<file path="src/rtl/spi_slave_rx.sv">
// rtl/spi_slave_rx.sv - SPI slave receive path: pin synchronisers, CPOL/CPHA deserialiser, output FIFO
// Optional feature macro: SPI_RX_FRAME_TAG_EN adds a per-word first-of-frame tag and the rx_first port.
module spi_slave_rx #(
  parameter int DW          = 16,
  parameter int FIFO_DEPTH  = 4,
  parameter int SYNC_STAGES = 2,
  parameter bit MSB_FIRST   = 1'b1
) (
  input  logic                          clk,
  input  logic                          rst,
  input  logic                          sck,
  input  logic                          mosi,
  input  logic                          cs_n,
  input  logic                          cpol,
  input  logic                          cpha,
  output logic [DW-1:0]                 rx_data,
  output logic                          rx_valid,
  input  logic                          rx_ready,
  output logic [$clog2(FIFO_DEPTH):0]   fifo_level,
  output logic                          busy,
  output logic                          frame_err,
  output logic                          overrun,
  input  logic                          clr_overrun
`ifdef SPI_RX_FRAME_TAG_EN
  ,
  output logic                          rx_first
`endif
);

  localparam int AW = $clog2(FIFO_DEPTH);
  localparam int LW = AW + 1;
  localparam int CW = $clog2(DW);
`ifdef SPI_RX_FRAME_TAG_EN
  localparam int FW = DW + 1;
`else
  localparam int FW = DW;
`endif

  typedef enum logic {IDLE, ACTIVE} state_t;

  // ---------------------------------------------------------------------------
  // Pin synchronisers and edge history
  // ---------------------------------------------------------------------------
  logic [SYNC_STAGES-1:0] sck_sync_q, sck_sync_d;
  logic [SYNC_STAGES-1:0] mosi_sync_q, mosi_sync_d;
  logic [SYNC_STAGES-1:0] cs_sync_q, cs_sync_d;
  logic                   sck_prev_q, sck_prev_d;
  logic                   cs_prev_q, cs_prev_d;
  logic                   sck_s, mosi_s, cs_s;

  assign sck_s  = sck_sync_q[SYNC_STAGES-1];
  assign mosi_s = mosi_sync_q[SYNC_STAGES-1];
  assign cs_s   = cs_sync_q[SYNC_STAGES-1];

  // Shift raw pins through the synchroniser chains; remember last synced level for edges
  always_comb begin
    sck_sync_d  = {sck_sync_q[SYNC_STAGES-2:0], sck};
    mosi_sync_d = {mosi_sync_q[SYNC_STAGES-2:0], mosi};
    cs_sync_d   = {cs_sync_q[SYNC_STAGES-2:0], cs_n};
    sck_prev_d  = sck_s;
    cs_prev_d   = cs_s;
  end

  // Synchroniser registers; history flops reset like their chains so release is edge-free
  always_ff @(posedge clk or posedge rst) begin
    if (rst) begin
      sck_sync_q  <= '0;
      mosi_sync_q <= '0;
      cs_sync_q   <= '1;
      sck_prev_q  <= 1'b0;
      cs_prev_q   <= 1'b1;
    end else begin
      sck_sync_q  <= sck_sync_d;
      mosi_sync_q <= mosi_sync_d;
      cs_sync_q   <= cs_sync_d;
      sck_prev_q  <= sck_prev_d;
      cs_prev_q   <= cs_prev_d;
    end
  end

  logic cs_fall, cs_rise, sck_rise, sck_fall;

  assign cs_fall  = ~cs_s & cs_prev_q;
  assign cs_rise  = cs_s & ~cs_prev_q;
  assign sck_rise = sck_s & ~sck_prev_q;
  assign sck_fall = ~sck_s & sck_prev_q;

  // ---------------------------------------------------------------------------
  // Frame FSM and deserialiser
  // ---------------------------------------------------------------------------
  state_t          state_q, state_d;
  logic            cpol_q, cpol_d;
  logic            cpha_q, cpha_d;
  logic [DW-1:0]   shift_q, shift_d;
  logic [CW-1:0]   bitcnt_q, bitcnt_d;
  logic            frame_err_q, frame_err_d;
  logic            sample_edge;
  logic [DW-1:0]   new_word;
  logic            push;
`ifdef SPI_RX_FRAME_TAG_EN
  logic            first_q, first_d;
`endif

  // Mode 0/3 sample on rising sck, modes 1/2 on falling, using the per-frame latched mode
  assign sample_edge = (cpol_q == cpha_q) ? sck_rise : sck_fall;

  // Word including the bit arriving on this sample edge
  assign new_word = MSB_FIRST ? {shift_q[DW-2:0], mosi_s} : {mosi_s, shift_q[DW-1:1]};

  // Next-state logic: frame start/end on cs_n edges, bit assembly on sample edges
  always_comb begin
    state_d     = state_q;
    cpol_d      = cpol_q;
    cpha_d      = cpha_q;
    shift_d     = shift_q;
    bitcnt_d    = bitcnt_q;
    frame_err_d = 1'b0;
    push        = 1'b0;
`ifdef SPI_RX_FRAME_TAG_EN
    first_d     = first_q;
`endif
    case (state_q)
      IDLE: begin
        if (cs_fall) begin
          state_d  = ACTIVE;
          cpol_d   = cpol;
          cpha_d   = cpha;
          shift_d  = '0;
          bitcnt_d = '0;
`ifdef SPI_RX_FRAME_TAG_EN
          first_d  = 1'b1;
`endif
        end
      end
      ACTIVE: begin
        // cs_n release takes priority over a coincident sample edge
        if (cs_rise) begin
          state_d     = IDLE;
          frame_err_d = (bitcnt_q != '0);
          shift_d     = '0;
          bitcnt_d    = '0;
        end else if (sample_edge) begin
          shift_d = new_word;
          if (bitcnt_q == CW'(DW - 1)) begin
            push     = 1'b1;
            bitcnt_d = '0;
`ifdef SPI_RX_FRAME_TAG_EN
            first_d  = 1'b0;
`endif
          end else begin
            bitcnt_d = bitcnt_q + CW'(1);
          end
        end
      end
      default: state_d = IDLE;
    endcase
  end

  // Frame state registers
  always_ff @(posedge clk or posedge rst) begin
    if (rst) begin
      state_q     <= IDLE;
      cpol_q      <= 1'b0;
      cpha_q      <= 1'b0;
      shift_q     <= '0;
      bitcnt_q    <= '0;
      frame_err_q <= 1'b0;
`ifdef SPI_RX_FRAME_TAG_EN
      first_q     <= 1'b0;
`endif
    end else begin
      state_q     <= state_d;
      cpol_q      <= cpol_d;
      cpha_q      <= cpha_d;
      shift_q     <= shift_d;
      bitcnt_q    <= bitcnt_d;
      frame_err_q <= frame_err_d;
`ifdef SPI_RX_FRAME_TAG_EN
      first_q     <= first_d;
`endif
    end
  end

  // ---------------------------------------------------------------------------
  // Output FIFO
  // ---------------------------------------------------------------------------
  logic [FW-1:0]  mem_q [FIFO_DEPTH];
  logic [FW-1:0]  mem_d [FIFO_DEPTH];
  logic [AW-1:0]  wr_ptr_q, wr_ptr_d;
  logic [AW-1:0]  rd_ptr_q, rd_ptr_d;
  logic [LW-1:0]  level_q, level_d;
  logic           overrun_q, overrun_d;
  logic           pop, full, push_ok;
  logic [FW-1:0]  push_word;
  logic [FW-1:0]  head;

`ifdef SPI_RX_FRAME_TAG_EN
  assign push_word = {first_q, new_word};
`else
  assign push_word = new_word;
`endif

  assign pop     = (level_q != '0) & rx_ready;
  assign full    = (level_q == LW'(FIFO_DEPTH));
  // A pop in the same cycle frees the slot, so a push into a full FIFO still lands
  assign push_ok = push & (~full | pop);

  // FIFO pointer, level, storage and overrun update
  always_comb begin
    mem_d    = mem_q;
    wr_ptr_d = wr_ptr_q;
    rd_ptr_d = rd_ptr_q;
    level_d  = level_q;
    if (push_ok) begin
      mem_d[wr_ptr_q] = push_word;
      wr_ptr_d        = wr_ptr_q + AW'(1);
    end
    if (pop) begin
      rd_ptr_d = rd_ptr_q + AW'(1);
    end
    case ({push_ok, pop})
      2'b10:   level_d = level_q + LW'(1);
      2'b01:   level_d = level_q - LW'(1);
      default: level_d = level_q;
    endcase
    // A drop in the same cycle as a clear keeps the flag set
    if (push & ~push_ok) begin
      overrun_d = 1'b1;
    end else if (clr_overrun) begin
      overrun_d = 1'b0;
    end else begin
      overrun_d = overrun_q;
    end
  end

  // FIFO registers
  always_ff @(posedge clk or posedge rst) begin
    if (rst) begin
      for (int i = 0; i < FIFO_DEPTH; i++) begin
        mem_q[i] <= '0;
      end
      wr_ptr_q  <= '0;
      rd_ptr_q  <= '0;
      level_q   <= '0;
      overrun_q <= 1'b0;
    end else begin
      mem_q     <= mem_d;
      wr_ptr_q  <= wr_ptr_d;
      rd_ptr_q  <= rd_ptr_d;
      level_q   <= level_d;
      overrun_q <= overrun_d;
    end
  end

  assign head       = mem_q[rd_ptr_q];
  assign rx_valid   = (level_q != '0);
  assign rx_data    = rx_valid ? head[DW-1:0] : '0;
  assign fifo_level = level_q;
  assign busy       = (state_q == ACTIVE);
  assign frame_err  = frame_err_q;
  assign overrun    = overrun_q;
`ifdef SPI_RX_FRAME_TAG_EN
  assign rx_first   = rx_valid ? head[DW] : 1'b0;
`endif

endmodule
</file>
<file path="config.mk">
export PLATFORM = sky130hd
export DESIGN_NAME = spi_slave_rx
export DESIGN_NICKNAME = d
export VERILOG_FILES = /design/src/rtl/spi_slave_rx.sv
export SDC_FILE = /design/constraint.sdc
export NUM_CORES = 1
export LEC_CHECK = 0
export CORE_UTILIZATION = 58
export DETAILED_ROUTE_END_ITERATION = 12
export HOLD_SLACK_MARGIN = 0.03
export PLACE_DENSITY = 0.8
export SYNTH_ARGS = -nofsm -noshare
export SYNTH_HDL_FRONTEND = slang
export SYNTH_SLANG_ARGS = --single-unit
</file>
<file path="constraint.sdc">
create_clock -name clk -period 4.79 [get_ports clk]
set_input_delay 1.437 -clock clk [delete_from_list [all_inputs] [get_ports clk]]
set_output_delay 1.437 -clock clk [all_outputs]
set_load 0.005 [all_outputs]
</file>
After elaboration in Yosys (flattened, before gate mapping)
Cells that the tools add are included.
{"block": "classes", "addsub": 5, "n_bitwise": 17, "n_lt_le_gt_ge": 3, "n_eq_ne": 7, "reduce_logical": 7, "muxes": 29}
{"op": "64-bit bitwise mux", "count": 1}
{"op": "16-bit two-way mux", "count": 4}
{"op": "15-bit two-way mux", "count": 3}
{"op": "16-bit binary-select mux with 2-bit select", "count": 1}
{"op": "16-bit demux with 2-bit select", "count": 1}
{"op": "15-bit case mux with 2 select lines", "count": 1}
{"op": "4-bit two-way mux", "count": 4}
{"op": "1-bit two-way mux", "count": 11}
{"op": "4-bit case mux with 2 select lines", "count": 1}
{"op": "1-bit bitwise AND", "count": 7}
{"op": "1-bit NOT", "count": 7}
{"op": "3-bit greater-or-equal comparator (second input constant)", "count": 2}
{"op": "2-bit NOT with 3-bit output", "count": 2}
{"op": "3-bit case mux with 2 select lines", "count": 1}
{"op": "2-bit by 1-bit adder with 2-bit output (second input constant)", "count": 2}
{"op": "4-bit by 1-bit adder with 4-bit output (second input constant)", "count": 1}
{"op": "4-bit equality test (second input constant)", "count": 1}
{"op": "2-bit AND reduction", "count": 2}
{"op": "2-bit nonzero test", "count": 2}
{"op": "4-bit nonzero test", "count": 1}
{"op": "3-bit by 1-bit adder with 3-bit output (second input constant)", "count": 1}
{"op": "3-bit equality test (second input constant)", "count": 1}
{"op": "3-bit by 1-bit less-than comparator with 1-bit output (second input constant)", "count": 1}
{"op": "3-bit by 2-bit != test with 1-bit output (second input constant)", "count": 1}
{"op": "other kinds (9)", "count": 9}
{"block": "word_totals", "inputBits": 9, "elab_cells": 87, "regBits": 103, "out_inout_bits": 23}

Depth between registers and ports, before layout
{"block": "logic_depth", "ltp_word": 10, "depth_mapped": 11}

Least setup slack after synthesis
Ideal clock, no wire load.
{"block": "synth_timing", "path_type": "input port to flip-flop", "start": "in rx_ready", "end": "reg level_q[2], in the netlist fifo_level[2]", "required_time_ns": 4.711, "setup_time_ns": 0.079, "slack_ns": 1.520, "cell_stages": 9, "arrival_time_ns": 3.191, "cell_sequence": "or4b_1 nor3b_1 inv_1 ha_1 inv_1 fa_1 xor2_1 nor2_1 xor2_1"}
{"block": "synth_between", "elab_chain_len": 5, "elab_cells_between_ends": 7, "classes_between": "eq/ne (2); mux (1); bitwise (3); reduce/logical (1)"}
{"element": "start: declaration", "line_no": "18", "source": "input logic rx_ready,"}
{"element": "1-bit bitwise AND (*)", "line_no": "203", "source": "assign pop = (level_q != '0) & rx_ready;"}
{"element": "1-bit bitwise OR", "line_no": "206", "source": "assign push_ok = push & (~full | pop);"}
{"element": "1-bit bitwise AND", "line_no": "206"}
{"element": "2-bit by 1-bit equality test with 1-bit output or 2-bit equality test (tied branches)", "line_no": "221", "source": "case ({push_ok, pop})"}
{"element": "3-bit case mux with 2 select lines or 2-bit nonzero test (tied branches)"}
{"element": "end signal: assignment", "line_no": "250", "source": "level_q <= level_d;"}
{"element": "end: declaration", "line_no": "191", "source": "logic [LW-1:0] level_q, level_d;"}
Mark *: on every way between the ends. The rest lies on a longest branch, timed or not.
A chain may end at the register's enable or synchronous reset.

Worst setup path after layout
{"block": "layout_timing", "start": "reg rd_ptr_q[1]", "end": "out rx_data[3]"}
{"block": "layout_between", "elab_chain_len": 5}
{"element": "start: declaration", "line_no": "190", "source": "logic [AW-1:0] rd_ptr_q, rd_ptr_d;"}
{"element": "start signal: assignment", "line_no": "249", "source": "rd_ptr_q <= rd_ptr_d;"}
{"element": "2-bit NOT with 3-bit output (not written as such)", "line_no": "255", "source": "assign head = mem_q[rd_ptr_q];"}
{"element": "16-bit binary-select mux with 2-bit select", "line_no": "255"}
{"element": "16-bit two-way mux (not written as such) (2 in a row)", "line_no": "255"}
{"element": "16-bit two-way mux", "line_no": "257", "source": "assign rx_data = rx_valid ? head[DW-1:0] : '0;"}
{"element": "end: declaration", "line_no": "16", "source": "output logic [DW-1:0] rx_data,"}
No other way between the ends. The select of a mux whose other input is x is not followed.

==> impl_metrics.env <==
export IMPL_status="complete, no violations"
export IMPL_pwr_share_clk_pct=30.9
export IMPL_cp_slowest_cell="dfrtp_1"
export IMPL_ios=32
export IMPL_rr_startpoint="bitcnt_q[0]$_DFFE_PP0P_"
export IMPL_synth_compound_area_share_pct=4.73
export IMPL_r2r_slack_ps=2240
export IMPL_p_sw_uw=525
export IMPL_min_delay_start="sck_sync_q[0]$_DFF_PP0_"
export IMPL_fin_cells=444
export IMPL_synthCells=305
export IMPL_required_ps=3350
export IMPL_overflow=0
export IMPL_area_growth_pct=13.0
export IMPL_grt_pass1_vias=2732
export IMPL_numClockSinks=103
export IMPL_final_layout_size_suffix_gt1_share_pct=34.2
export IMPL_synth_area_sq_um=4580
export IMPL_die_w_um=90.9
export IMPL_path_clk_slew_ps=90
export IMPL_rows=32
export IMPL_synth_main_ff_cell="dfrtp_1"
export IMPL_yosysMostFrequentCell="dfrtp_1"
export IMPL_ant_nets=0
export IMPL_yosys_area_top_type="dfrtp_1"
export IMPL_synth_top_family_by_area="multiplexers"
export IMPL_synthTopCellsByCount="dfrtp_1 (100), mux2_2 (67), a22o_1 (17), and2_1 (17), mux4_2 (16)"
export IMPL_die_y_um=90.9
export IMPL_maxCapViolCount=0
export IMPL_synthMuxAreaShare_pct=24.8
export IMPL_synth_xor_area_share_pct=1.34
export IMPL_finalWirelength_mm=8.06
export IMPL_ir_worst_vdd_uv=308
export IMPL_synth_edff_count=0
export IMPL_hold_slack_ps=352
export IMPL_insertedDiodeCount=0
export IMPL_yosysSeqAreaShare_pct=56.4
export IMPL_htree_num_levels=3
export IMPL_drt_pass1_iterations=4
export IMPL_place_congestion=0.719
export IMPL_dp_cells=429
export IMPL_start_util_pct=59.6
export IMPL_ctsLongestPathBuffers=2
export IMPL_cts_made_buffers=9
export IMPL_seq_power_share_pct=52.2
export IMPL_post_place_ws_ps=959
export IMPL_pwr_share_comb_pct=16.9
export IMPL_setup_viol=0
export IMPL_ctsHoldBuffers=0
export IMPL_cts_tree="built"
export IMPL_cp_end_kind="primary output"
export IMPL_critical_path_cell_chain="buf_4 -> mux4_2 -> and2_1 -> clkdlybuf4s50_1"
export IMPL_final_setup_tns_ps=0
export IMPL_grt_max_degree=56
export IMPL_antenna_found_initial=0
export IMPL_worstSetupPathType="register to primary output"
export IMPL_setup_ws_ps=929
export IMPL_min_delay_worst_endpoint="sck_sync_q[1]$_DFF_PP0_"
export IMPL_static_leakage_power_nw=2.43
export IMPL_cp_buffers_inverters=2
export IMPL_dieArea_sq_um=8250
export IMPL_drc=0
export IMPL_p_per_area_nw_per_um2=368
export IMPL_vias=2555
export IMPL_cts_root_buffer="clkbuf_8"
export IMPL_core_area_sq_um=7690
export IMPL_critPathArrivalTime_ps=2420
export IMPL_hold_class="register to register"
export IMPL_grt_pass1_wl_mm=13.8
export IMPL_worstMarginPinSlew_ps=967
export IMPL_clock_skew_ps=8.43
export IMPL_grt_usage_pct=22.0
export IMPL_cpPeakStageDelay_ps=840
export IMPL_ys_ff_latch=103
export IMPL_yosys_cell_types_count=39
export IMPL_wl_per_cell_um=18.2
export IMPL_insertion_delay_ps=350
export IMPL_period_needed_ps=3860
export IMPL_path_max_fanout=12
export IMPL_final_nets=355
export IMPL_ff2ff_path_depth=11
export IMPL_synth_area_per_cell_sq_um=15.0
export IMPL_slew_violations=0
export IMPL_total_power_mw=1.90
export IMPL_synth_adder_area_share_pct=2.35
export IMPL_cts_setup_buffers=0
export IMPL_reg2reg_to="fifo_level[2]$_DFFE_PP0P_"
export IMPL_slew_headroom_pct=35.3
export IMPL_fin_crit_sh_pct=80.6
export IMPL_yosys_area_share_simple_pct=7.02
export IMPL_switching_share_pct=27.6
export IMPL_synth_fp_nets=322
export IMPL_synth_top_cell_area_share_pct=54.6
export IMPL_whs_path_depth=0
export IMPL_dp_hpwl_mm=5.05
export IMPL_cts_resized=0
export IMPL_synth_area_top_cells="dfrtp_1 (55%), mux2_2 (16%), mux4_2 (7.9%)"
export IMPL_startpoint_type="register"
export IMPL_grt_setup_unrepaired="no"
export IMPL_place_port_buffers=31
export IMPL_ys_warn_count=0
export IMPL_ys_async_sr_fraction_pct=100
export IMPL_internal_power_mw=1.38
export IMPL_fmax_mhz=259
export IMPL_crit_family="flip-flops"
export IMPL_startpoint="rd_ptr_q[1]$_DFFE_PP0P_"
export IMPL_hold_viol=0
export IMPL_drt_iter0_drc=153
export IMPL_viasPerCell=5.75
==> cell usage in the layout (no fill, tap or decap), types with 2 or more instances in the layout <==
| cell | n |
|---|---|
| o21ai_0 | 2 |
| and2_1 | 17 |
| nor3b_1 | 2 |
| buf_4 | 6 |
| nand2b_1 | 2 |
| clkbuf_8 | 10 |
| mux2i_1 | 2 |
| a22o_1 | 17 |
| bufinv_16 | 2 |
| mux2_2 | 67 |
| clkdlybuf4s50_1 | 31 |
| nor2b_1 | 2 |
| ha_1 | 7 |
| nand2_1 | 10 |
| nor3_4 | 3 |
| xnor2_1 | 3 |
| inv_1 | 11 |
| clkinv_4 | 2 |
| dfrtp_1 | 100 |
| dfstp_2 | 3 |
| xor2_1 | 4 |
| mux4_2 | 16 |
| nor2_1 | 4 |
==> through the flow <==
step / cell area [sq um] / utilization, %
final: 5170 / 67.3
after global routing: 5170 / 67.3
after CTS: 5170 / 67.3
after detailed placement: 4950 / 64.4
after global placement: 4950 / 64.4
after floorplan: 4580 / -
==> flip-flops by register name (all words and copies together), names as in the netlist <==
name and count:
mem_q 64, shift_q 15, bitcnt_q 4, fifo_level 3
cs_sync_q 2, mosi_sync_q 2, rd_ptr_q 2, sck_sync_q 2
wr_ptr_q 2, busy 1, cpha_q 1, cpol_q 1
cs_prev_q 1, frame_err 1, overrun 1, sck_prev_q 1
==> worst max path at each step <==
stage | slack (ps) | to | cells past startpoint
6_report | 930 | rx_data[3] | 4
3_3_place_gp | 1050 | fifo_level[2]$_DFFE_PP0P_ | 10
5_1_grt | 780 | rx_data[3] | 4
3_5_place_dp | 960 | fifo_level[2]$_DFFE_PP0P_ | 10
4_1_cts | 880 | rx_data[4] | 4
2_1_floorplan | 650 | bitcnt_q[0]$_DFFE_PP0P_ | 1
==> cells by family after synthesis <==
| kind of cell | count (synthesis) |
|---|---|
| XOR/XNOR | 7 |
| flip-flops | 103 |
| multiplexers | 85 |
| AND/OR/NAND/NOR | 49 |
| AO/OA/AOI/OAI | 26 |
| adder cells (fa/ha/maj) | 8 |
| buffers and inverters | 27 |
==> power by group through the flow <==
| stage | combinational [mW] | clock (mW) | sequential (mW) |
|---|---|---|---|
| after floorplan | 0.266 | 0 | 0.958 |
| after global placement | 0.315 | 0 | 1.01 |
| after detailed placement | 0.326 | 0 | 1.01 |
| after CTS | 0.326 | 0.603 | 0.997 |
| after global routing | 0.356 | 0.635 | 1.01 |
| final | 0.322 | 0.588 | 0.994 |
==> worst register-to-register path, cell delays in order (launching register included) <==
cell,delay [ps]
dfrtp_1,420
ha_1,210
and3_2,260
nand3_4,150
nor3b_1,460
inv_1,90
ha_1,220
inv_1,70
fa_1,180
xor2_1,160
nor2_1,70
xor2_1,140
==> final cells by class <==
type / instances / area [sq um]
Clock buffer: 10 / 138
Clock inverter: 5 / 82.6
Fill cell: 567 / 2510
Inverter: 12 / 47.5
Multi-Input combinational cell: 175 / 1840
Sequential cell: 103 / 2580
Tap cell: 102 / 128
Timing Repair Buffer: 37 / 355
==> layer usage <==
layer  share of wire, %  GRT usage [%]
met5                  0              0
met4               0.95           6.22
met3                4.0           5.30
met2                 50           36.2
met1                 45           29.4
(Power assumes the default switching activity.)
